## src/rtl/instruction_fetcher.sv

```systemverilog
// Program-counter sequencer feeding instruction_medium: blanks stale medium valid after
// every address change, captures the opcode and hands it to the decoder via valid/ready.
module instruction_fetcher #(
   parameter int ADDRS        = 256,
   parameter int OP_SIZE      = 8,
   parameter int BLANK_CYCLES = 2,
   parameter int RESET_PC     = 0,
   localparam int ADDR_SIZE   = $clog2(ADDRS)
) (
   input  logic                 clk_in,
   input  logic                 rst_in,
   input  logic                 start_in,
   input  logic                 halt_in,
   input  logic                 redirect_in,
   input  logic [ADDR_SIZE-1:0] redirect_addr_in,
   output logic [ADDR_SIZE-1:0] mem_addr_out,
   input  logic [OP_SIZE-1:0]   mem_instruction_in,
   input  logic                 mem_valid_in,
   output logic [OP_SIZE-1:0]   instr_out,
   output logic [ADDR_SIZE-1:0] instr_addr_out,
   output logic                 instr_valid_out,
   input  logic                 instr_ready_in,
   output logic                 busy_out,
   output logic                 addr_error_out
);

   localparam int CNT_W = $clog2(BLANK_CYCLES + 1);
   localparam logic [CNT_W-1:0]     BLANK_MAX  = CNT_W'(BLANK_CYCLES);
   localparam logic [ADDR_SIZE-1:0] LAST_PC    = ADDR_SIZE'(ADDRS - 1);
   localparam logic [ADDR_SIZE:0]   ADDR_LIMIT = (ADDR_SIZE + 1)'(ADDRS);

   localparam logic [1:0] S_IDLE = 2'd0;
   localparam logic [1:0] S_WAIT = 2'd1;
   localparam logic [1:0] S_HOLD = 2'd2;

   logic [1:0]           state_q, state_d;
   logic [ADDR_SIZE-1:0] pc_q, pc_d;
   logic [CNT_W-1:0]     blank_q, blank_d;
   logic [OP_SIZE-1:0]   instr_q, instr_d;
   logic [ADDR_SIZE-1:0] instr_addr_q, instr_addr_d;
   logic                 valid_q, valid_d;
   logic                 busy_q, busy_d;
   logic                 error_q, error_d;

   logic                 target_bad;
   logic [ADDR_SIZE-1:0] target;
   logic                 transfer;

   always_comb begin
      target_bad   = {1'b0, redirect_addr_in} >= ADDR_LIMIT;
      target       = target_bad ? '0 : redirect_addr_in;
      transfer     = valid_q & instr_ready_in;

      state_d      = state_q;
      pc_d         = pc_q;
      blank_d      = blank_q;
      instr_d      = instr_q;
      instr_addr_d = instr_addr_q;
      valid_d      = valid_q;
      error_d      = error_q;

      case (state_q)
         S_IDLE: begin
            if (redirect_in) begin
               pc_d    = target;
               error_d = error_q | target_bad;
            end
            if (start_in && !halt_in) begin
               state_d = S_WAIT;
               blank_d = '0;
            end
         end
         S_WAIT, S_HOLD: begin
            // Redirect beats both capture and increment; a held opcode is discarded.
            if (redirect_in) begin
               pc_d    = target;
               error_d = error_q | target_bad;
               blank_d = '0;
               valid_d = 1'b0;
               state_d = halt_in ? S_IDLE : S_WAIT;
            end else if (state_q == S_WAIT) begin
               if (halt_in) begin
                  state_d = S_IDLE;
               end else if (blank_q != BLANK_MAX) begin
                  blank_d = blank_q + 1'b1;
               end else if (mem_valid_in) begin
                  instr_d      = mem_instruction_in;
                  instr_addr_d = pc_q;
                  valid_d      = 1'b1;
                  state_d      = S_HOLD;
               end
            end else if (transfer) begin
               valid_d = 1'b0;
               pc_d    = (pc_q == LAST_PC) ? '0 : pc_q + 1'b1;
               blank_d = '0;
               state_d = halt_in ? S_IDLE : S_WAIT;
            end
         end
         default: state_d = S_IDLE;
      endcase

      busy_d = (state_d != S_IDLE);
   end

   always_ff @(posedge clk_in or posedge rst_in) begin
      if (rst_in) begin
         state_q      <= S_IDLE;
         pc_q         <= ADDR_SIZE'(RESET_PC);
         blank_q      <= '0;
         instr_q      <= '0;
         instr_addr_q <= '0;
         valid_q      <= 1'b0;
         busy_q       <= 1'b0;
         error_q      <= 1'b0;
      end else begin
         state_q      <= state_d;
         pc_q         <= pc_d;
         blank_q      <= blank_d;
         instr_q      <= instr_d;
         instr_addr_q <= instr_addr_d;
         valid_q      <= valid_d;
         busy_q       <= busy_d;
         error_q      <= error_d;
      end
   end

   assign mem_addr_out    = pc_q;
   assign instr_out       = instr_q;
   assign instr_addr_out  = instr_addr_q;
   assign instr_valid_out = valid_q;
   assign busy_out        = busy_q;
   assign addr_error_out  = error_q;

endmodule
```

## config.mk

```make
export PLATFORM = sky130hd
export DESIGN_NAME = instruction_fetcher
export DESIGN_NICKNAME = d
export VERILOG_FILES = /design/src/rtl/instruction_fetcher.sv
export SDC_FILE = /design/constraint.sdc
export NUM_CORES = 1
export LEC_CHECK = 0
export BUFFER_PORTS_ARGS = -buffer_cell sky130_fd_sc_hd__buf_4
export CAP_MARGIN = 10
export CORE_UTILIZATION = 50
export DETAILED_ROUTE_END_ITERATION = 8
export GPL_TIMING_DRIVEN = 0
export HOLD_SLACK_MARGIN = 0.08
export PLACE_DENSITY = 0.81
export SETUP_SLACK_MARGIN = 0.02
export SLEW_MARGIN = 25
export SYNTH_ARGS = -nofsm -noshare
export SYNTH_HDL_FRONTEND = slang
export SYNTH_SLANG_ARGS = --single-unit
```

## constraint.sdc

```tcl
create_clock -name clk_in -period 2.2 [get_ports clk_in]
set_input_delay 0.66 -clock clk_in [delete_from_list [all_inputs] [get_ports clk_in]]
set_output_delay 0.66 -clock clk_in [all_outputs]
set_load 0.02 [all_outputs]
```

==> impl_results.md, run 1 <==
* LEAKAGE at between 1 and 1.5 nW
* Final setup vio count at 0
* Crit path max fanout at 10
* Nets@finish at between 200 and 250
* Worst IR Drop VDD at roughly 600 uV
* Post-DP HPWL at 2.46 mm
* H-tree depth at 2
* Crit. End Element: flip-flop
* Setup crit start kind: flip-flop
* Slew headroom at 0.585
* Mean Syn Cell Area at roughly 11 um^2
* Initial core utilization at 0.531
* Fill cells at around 250
* Share of power burned in registers at 0.388
* CTS sink cnt at 30
* # IOs at 50
* Total routed wirelength at between 3 and 4 mm
* Setup tns final at 0 ns
* Slew @ Worst Pin at 0.621 ns
* Logic gate share of total power at 0.461
* Vias in the first global route at roughly 1.2k
* Yosys cell types at 37
* Vias at between 1k and 1.5k
* Worst Clk Skew at roughly 0.011 ns
* Synth async-reset ratio at 1.00
* Layout cell share with drive strength beyond 1 at 0.425
* P_int at approximately 0.0013 W
* WHS at between 0.4 and 0.5 ns
* Net Sw Power at 0.000922 W
* DIE AREA at 3470 um^2
* DRC viols at 0
* Finished Layout Cells at ~240
* Clk slew on worst S/H paths at roughly 0.1 ns
* Via-per-instance ratio at 5.39
* Post-synth EDFFs at 0
* DRT iter0 DRCs at 24
* CORE AREA at a little over 3000 um^2
* DRT Pass-1 Iters at 7
* Worst skew pair latency at ~0.33 ns
* Synth cell count leaders: 30 x dfrtp_1, 15 x nand2_1, 10 x mux2_4, 9 x a21oi_1
* Final Instance Area at ~2100 um^2
* CTS Hold Bufs at 0
* MaxCap Viol Count at 0
* Synthesized instance count at 144
* Cell Count Post-Placement at 236
* GRT Overall Usage at 0.215
* Yosys top cell by area: dfrtp_1
* Area of the mapped netlist at 1620 um^2
* Post-Syn Nets at 174
* CTS tree: yes
* Pwr Density at 1070 nW/um^2
* Sequential area share after synthesis at 0.463
* Antenna-violating nets left at 0
* Synth area leaders: dfrtp_1 46%, mux2_4 9.3%, mux2_2 5.6%
* # rows at 20
* Fin. Hold Viols at 0
* CTS Buffer Depth at 2
* Count leader, synth: dfrtp_1
* Yosys warnings at 0
* Crit path DAT at ~2.2 ns
* #FFs+latches synth at 30
* Largest net degree at the start of global routing at 31
* CP Buf/Inv Count at 2
* Grt ovf at 0
* Crit path kind: reg2reg
* Die span in y at just under 60 um
* Final Cycle Share at 0.888
* Prevailing post-synth register cell: dfrtp_1
* Critical Path RT at ~2.4 ns
* Final GP Congestion at around 0.79
* Sw frac at 0.409
* Hold WC Path Type: in2async
* Status: finished clean
* Total Power at around 0.0023 W
* Maximum clock frequency at around 500 MHz
* Dpl cell area at around 2000 um^2
* RSZ-0062 raised after global routing: no
* First-pass GRT wire length at approximately 5.4 mm
* Crit-path slowest cell: dfrtp_1
* Ant. Diodes at 0
* Crit path cell chain: inv_1 > ha_2 > nor2b_1 > buf_4 > nand3_1 > o211ai_2 > mux2_2
* CTS buffer count at 5
* Chip Width at 58.9 um
* Area Growth Syn to Fin at 29.5%
* Post-DR wirelength/cell at roughly 14 um
* Number of port buffers at 48
* Min Clock Period, post-route at about 2.0 ns
* Initial antenna violation count at 0
* Slew Viols, Final at 0
* Slowest stage delay, CP at around 0.45 ns
* Yosys top cell area share at 0.463
* Clk root buf: clkbuf_4
* Delay-heaviest family, CP: flip-flops
* Clock share of power at 0.150
==> worst register-to-register path: cells and delay by family, from the launching register on <==
kind / cells / cell delay, ns
flip-flops: 1 / 0.45
buffers and inverters: 2 / 0.29
adder cells (fa/ha/maj): 1 / 0.41
AND/OR/NAND/NOR: 2 / 0.25
AO/OA/AOI/OAI: 1 / 0.11
multiplexers: 1 / 0.35
==> state kept, by name, indices dropped and copies added, names as in the netlist <==
signal / flops
instr_valid_out: 1
instr_addr_out: 8
mem_addr_out: 8
busy_out: 1
blank_q: 2
instr_out: 8
state_q: 2
==> kinds of logic after synthesis <==
family,share of synthesized area
other,0.00231
adders and majority gates,0.0541
and+or+nand+nor,0.121
buffers and inverters,0.0425
muxes,0.148
DFF,0.463
AOI/OAI and AO/OA,0.168
==> final cells by class <==
cell class | count | area, um^2 | area share
multi-input combinational | 102 | 803 | 0.383
sequential | 30 | 751 | 0.358
timing repair buffer | 48 | 360 | 0.172
clock buffer | 7 | 55.1 | 0.0262
tap | 44 | 55.1 | 0.0262
buffer | 5 | 42.5 | 0.0203
inverter | 7 | 26.3 | 0.0125
clock inverter | 1 | 5.00 | 0.00239
==> cells in the final DEF (no fill, tap or decap), types with 2 or more instances in the layout <==
cell / Yosys / final
nand3_1: 2 / 2
a22o_1: 3 / 3
nand2b_1: 2 / 2
a21oi_1: 9 / 9
o22ai_1: 3 / 3
nor2_1: 6 / 6
inv_1: 7 / 6
a2bb2oi_1: 2 / 2
a31oi_1: 3 / 3
o41ai_1: 2 / 2
o21ai_0: 8 / 8
buf_6: 2 / 2
nand2_1: 15 / 15
buf_4: 2 / 50
clkbuf_4: 0 / 5
ha_1: 7 / 6
dfrtp_1: 30 / 30
mux2_4: 10 / 10
mux2_2: 8 / 8
nor2b_1: 4 / 4
or2_1: 2 / 2
==> repair_timing <==
action / in CTS / in global routing
gates resized for setup: 0 / 1
setup endpoints to repair: 0 / 1
buffers inserted: 0 / 0
hold endpoints to repair: 0 / 0
==> per-layer routing <==
layer	GRT usage	vias to the layer above	part of all wire
met5	0	-	0
met4	0.105	0	0.018
met3	0.0659	7	0.063
met2	0.313	48	0.46
met1	0.289	624	0.46
li1	-	635	-
==> through the flow <==
step,setup slack (ns),util
floorplan,0.443,-
global placement,0.288,0.667
detailed placement,0.253,0.667
CTS,0.224,0.686
global route,0.0391,0.687
finish,0.246,0.687
==> power groups by stage <==
stage / Combinational, W / Clock (W) / Sequential, W
after floorplan: 0.000525 / 0 / 0.00101
final: 0.00104 / 0.000339 / 0.000876
after global placement: 0.00101 / 0 / 0.000869
after global routing: 0.00113 / 0.000375 / 0.000902
after detailed placement: 0.00103 / 0 / 0.000881
after CTS: 0.00104 / 0.000354 / 0.000874
==> final timing paths <==
kind	startpoint	endpoint	slack, ns	depth (start not counted)
worst max-delay path	state_q[1]$_DFF_PP0_	blank_q[1]$_DFFE_PP0P_	0.25	7
worst min-delay path	rst_in	mem_addr_out[6]$_DFFE_PP0P_	0.41	2
worst max register to register	state_q[1]$_DFF_PP0_	blank_q[1]$_DFFE_PP0P_	0.25	7
worst min register to register	instr_out[4]$_DFFE_PP0P_	instr_out[4]$_DFFE_PP0P_	0.52	1
max in group asynchronous	rst_in	instr_out[6]$_DFFE_PP0P_	1.38	2
min in group clk_in	instr_out[4]$_DFFE_PP0P_	instr_out[4]$_DFFE_PP0P_	0.52	1
(Power assumes the default switching activity.)
==> run 2: changes to the inputs <==
Settings changed: CORE_ASPECT_RATIO set to 1.5.
==> run 2 against run 1 <==
Power up 3.1%. Worst setup slack lost 0.035 ns. Fmax fell by 1.8%. Non-clock buffer count is the same. Clock power rose by 18%. Final cell count is 2.0% lower. Flip-flop and latch count unchanged. Sequential share of layout area is 0.19 points lower. Clock skew is 0.0057 ns lower. First-iteration DRC count increased by 21%.
==> impl_results.md, run 2 (synthesized netlist as in run 1, its figures left out) <==
* Critical Path RT at 2.37 ns
* Final GP Congestion at 0.770
* Chip Width at between 40 and 50 um
* DRT iter0 DRCs at 29
* Maximum clock frequency at between 500 and 600 MHz
* Finished Layout Cells at ~240
* Crit. End Element: flip-flop
* Most frequent cells in the layout: 50 x buf_4, 30 x dfrtp_1, 15 x nand2_1
* CTS Buffer Depth at 2
* Via-per-instance ratio at roughly 5.7
* CTS sink cnt at 30
* Slowest stage delay, CP at between 0.4 and 0.5 ns
* Initial core utilization at 0.518
* Crit-path most repeated cell: o21ai_0
* Area Growth Syn to Fin at 30.2%
* Final WS setup at around 0.21 ns
* Reg2reg start: state_q[0]$_DFF_PP0_
* Total routed wirelength at around 3.6 mm
* Slew Viols, Final at 0
* Clk root buf: clkbuf_8
* # rows at 25
* Worst-case reg-to-reg path depth at 7
* Crit path cell chain: inv_1 > ha_1 > nor2b_1 > buf_4 > o21ai_0 > o21ai_0 > a22o_1
* Pwr Density at 1100 nW/um^2
* Number of instances resized during post-cts repair at 0
* Status: finished clean
* H-tree depth at 2
* Antenna-violating nets left at 0
* CORE AREA at 3130 um^2
* Post-DR wirelength/cell at between 15 and 20 um
* Post-CTS Setup Repair Bufs at 0
* Crit path kind: reg2reg
* CTS buffer count at 5
* CTS Hold Bufs at 0
* Pre-CTS setup slack at approximately 0.25 ns
* Final setup vio count at 0
* Die span in y at 71.7 um
* Hold WC Path Type: in2async
* Post-DP HPWL at ~2.7 mm
* Setup crit start kind: flip-flop
* RSZ-0062 raised after global routing: no
* First-pass GRT wire length at 6.04 mm
* Final Cycle Share at 0.904
* Fin. Hold Viols at 0
* Vias in the first global route at ~1.4k
* Fill cells at 240
* GRT Overall Usage at 0.229
* Ant. Diodes at 0
* Cell Count Post-Placement at 232
* Setup slack, reg-to-reg at 0.21 ns
* Setup tns final at 0 ns
* Crit path max fanout at 10
* Worst skew pair latency at between 0.2 and 0.3 ns
* Most common cell after layout, fill and taps aside: buf_4
* # IOs at 50
* DRC viols at 0
* Initial antenna violation count at 0
* Worst Clk Skew at a little under 0.005 ns
* Nets@finish at roughly 230
* MaxCap Viol Count at 0
* DIE AREA at approximately 3500 um^2
* Worst IR Drop VDD at ~650 uV
* R2R Path End: mem_addr_out[7]$_DFFE_PP0P_
* Slew headroom at 0.598
* Layout cell share with drive strength beyond 1 at 0.422
* Largest net degree at the start of global routing at 31
* CTS tree: yes
* Min Clock Period, post-route at 1.99 ns
* Slew @ Worst Pin at between 0.6 and 0.7 ns
* Vias at between 1k and 1.5k
* Clk slew on worst S/H paths at 0.06 ns
* Grt ovf at 0
* DRT Pass-1 Iters at 4
* Crit path DAT at 2.16 ns
* Number of port buffers at 48
* LEAKAGE at roughly 1.1 nW
* Crit-path slowest cell: dfrtp_1
run 2: cell count changes in the layout (fill, tap and decap cells not counted), sizes merged:
cell	previous run	this run
clkbuf	7	5
clkinv	1	2
run 2: metal layers:
| layer | share of wire | up-vias | track usage |
|---|---|---|---|
| li1 | - | 639 | - |
| met1 | 0.38 | 649 | 0.235 |
| met2 | 0.54 | 66 | 0.440 |
| met3 | 0.053 | 14 | 0.0488 |
| met4 | 0.024 | 0 | 0.101 |
| met5 | 0 | - | 0 |
run 2: report_power, final:
part | internal (W) | switching, W
clock | 0.000211 | 0.000190
sequential | 0.000701 | 0.000171
combinational | 0.000475 | 0.000575
run 2: worst max-delay path: cells and delay by family (launching register included):
| kind | cells | cell delay, ns |
|---|---|---|
| flops | 1 | 0.44 |
| compound gates | 3 | 0.62 |
| buf+inv | 2 | 0.25 |
| fa+ha+maj | 1 | 0.40 |
| simple gates | 1 | 0.17 |
run 2: per-stage QoR:
| step | area [um^2] | power [W] | util | hold WS [ns] |
|---|---|---|---|---|
| after floorplan | 1620 | 0.00153 | - | 0.484 |
| after global placement | 2030 | 0.00188 | 0.649 | 0.490 |
| after detailed placement | 2030 | 0.00193 | 0.649 | 0.498 |
| after CTS | 2110 | 0.00233 | 0.674 | 0.479 |
| after global routing | 2110 | 0.00247 | 0.674 | 0.514 |
| final | 2110 | 0.00232 | 0.674 | 0.457 |
run 2: final cells by class:
cell class | instances | area, um^2 | area share
sequential | 30 | 751 | 0.356
timing repair buffer | 48 | 360 | 0.171
buffer | 5 | 42.5 | 0.0202
inverter | 7 | 26.3 | 0.0125
tap | 40 | 50.0 | 0.0237
clock inverter | 2 | 10.0 | 0.00474
multi-input combinational | 102 | 801 | 0.380
clock buffer | 5 | 68.8 | 0.0326
run 2: worst max-delay path by stage:
stage                          from  slack, ns  depth (start not counted)                          end
5_1_grt        state_q[0]$_DFF_PP0_       0.10                          7       blank_q[0]$_DFFE_PP0P_
3_3_place_gp   state_q[0]$_DFF_PP0_       0.28                          7  mem_addr_out[7]$_DFFE_PP0P_
6_report       state_q[0]$_DFF_PP0_       0.21                          7  mem_addr_out[7]$_DFFE_PP0P_
2_1_floorplan  state_q[1]$_DFF_PP0_       0.44                          7       blank_q[0]$_DFFE_PP0P_
4_1_cts        state_q[1]$_DFF_PP0_       0.23                          7       blank_q[1]$_DFFE_PP0P_
3_5_place_dp   state_q[1]$_DFF_PP0_       0.25                          7       blank_q[1]$_DFFE_PP0P_
==> run 3: changes to the inputs <==
Settings changed: CTS_BUF_LIST set to sky130_fd_sc_hd__clkbuf_16.
==> run 3 against run 2 <==
Via count shrank 1.5%. Global-route usage rose by 0.88 points. Critical path depth did not move. Cell area grew 2.7%. Highest routed layer unchanged. Utilization grew 1.8 points. Clock skew is 0.0023 ns lower.
==> impl_results.md, run 3 (synthesized netlist as in run 1, its figures left out) <==
* Most common cell after layout, fill and taps aside: buf_4
* Initial antenna violation count at 0
* Final GP Congestion at 0.770
* DRT iter0 DRCs at 30
* Chip Width at 48.5 um
* Clk root buf: clkbuf_16
* Critical Path RT at around 2.4 ns
* Nets@finish at ~230
* Total routed wirelength at between 3 and 4 mm
* Final setup vio count at 0
* Crit path max fanout at 10
* Number of port buffers at 48
* CTS Hold Bufs at 0
* Fin. Hold Viols at 0
* Hold WC Path Type: in2async
* Via-per-instance ratio at 5.64
* CP Buf/Inv Count at 2
* Crit path DAT at roughly 2.1 ns
* Crit-path slowest cell: dfrtp_1
* Most frequent cells in the layout: 50 x buf_4, 30 x dfrtp_1, 15 x nand2_1
* Pwr Density at ~1200 nW/um^2
* Crit path kind: reg2reg
* Area Growth Syn to Fin at 33.7%
* CTS Buffer Depth at 2
* CTS sink cnt at 30
* Die span in y at between 70 and 80 um
* Number of instances resized during post-cts repair at 0
* Crit-path most repeated cell: o21ai_0
* Clk slew on worst S/H paths at approximately 0.05 ns
* Grt ovf at 0
* H-tree depth at 2
* Total Power at roughly 0.0026 W
* Min Clock Period, post-route at about 2.0 ns
* Delay-heaviest family, CP: compound AO/OA/AOI/OAI gates
* Post-DP HPWL at ~2.7 mm
* Post-CTS Setup Repair Bufs at 0
* Worst skew pair latency at about 0.27 ns
* CTS tree: yes
* Maximum clock frequency at ~500 MHz
* Slew @ Worst Pin at 0.600 ns
* DIE AREA at roughly 3500 um^2
* Setup crit start kind: flip-flop
* DRC viols at 0
* Largest net degree at the start of global routing at 31
* # IOs at 50
* Ant. Diodes at 0
* Slowest stage delay, CP at approximately 0.44 ns
* GRT Overall Usage at 0.238
* RSZ-0062 raised after global routing: no
* Crit. End Element: flip-flop
* LEAKAGE at 1.10 nW
* Worst Clk Skew at ~0.0026 ns
* Slew headroom at 0.600
* # rows at 25
* Setup tns final at 0 ns
* First-pass GRT wire length at approximately 6.3 mm
* CTS buffer count at 5
* Antenna-violating nets left at 0
* Status: finished clean
* Final Cycle Share at 0.902
* Vias in the first global route at between 1k and 1.5k
* Post-DR wirelength/cell at approximately 16 um
* Slew Viols, Final at 0
* Layout cell share with drive strength beyond 1 at 0.422
* Crit path cell chain: inv_1 > ha_1 > nor2b_1 > buf_4 > o21ai_0 > o21ai_0 > a22o_1
* Vias at 1,347
* Worst IR Drop VDD at about 740 uV
* DRT Pass-1 Iters at 5
* MaxCap Viol Count at 0
* Initial core utilization at 0.518
* CORE AREA at 3130 um^2
## run 3: cell count changes in the layout (fill, tap and decap cells not counted)
cell       change
clkbuf_16      +5
clkbuf_8       -5
## run 3: path summary, 6_finish.rpt
path	startpoint	to	slack (ns)	cells after the start
worst max-delay path	state_q[0]$_DFF_PP0_	mem_addr_out[7]$_DFFE_PP0P_	0.22	7
worst min-delay path	rst_in	instr_out[2]$_DFFE_PP0P_	0.46	2
worst max register to register	state_q[0]$_DFF_PP0_	mem_addr_out[7]$_DFFE_PP0P_	0.22	7
worst min register to register	instr_addr_out[6]$_DFFE_PP0P_	instr_addr_out[6]$_DFFE_PP0P_	0.51	1
max in group asynchronous	rst_in	mem_addr_out[1]$_DFFE_PP0P_	1.34	2
min in group clk_in	instr_addr_out[6]$_DFFE_PP0P_	instr_addr_out[6]$_DFFE_PP0P_	0.51	1
## run 3: metal layers
layer,global-route usage,part of all wire
met5,0,0
met4,0.0948,0.018
met3,0.0382,0.048
met1,0.259,0.38
met2,0.454,0.55
## run 3: cell type report
cell class              count  area (um^2)
clock inverters             2         10.0
multi-input cells         102          801
flip-flops and latches     30          751
repair buffers             48          360
well taps                  40         50.0
clock buffers               5          125
fillers                   233          962
inverters                   7         26.3
plain buffers               5         42.5
## run 3: per-stage QoR
stage          worst slack, ns  hold slack [ns]  instance area (um^2)  std cells   util
6_report                 0.216            0.464                  2170        239  0.692
5_1_grt                  0.101            0.528                  2170        239  0.692
4_1_cts                  0.229            0.489                  2170        239  0.692
3_5_place_dp             0.247            0.498                  2030        232  0.649
3_3_place_gp             0.281            0.490                  2030        232  0.649
2_1_floorplan            0.443            0.484                  1620        144      -
## run 3: report_power, final
group          internal, W  leakage, nW  switching, W
combinational     0.000475        0.632      0.000580
sequential        0.000702        0.394      0.000175
clock             0.000406       0.0694      0.000217
total              0.00158         1.10      0.000971
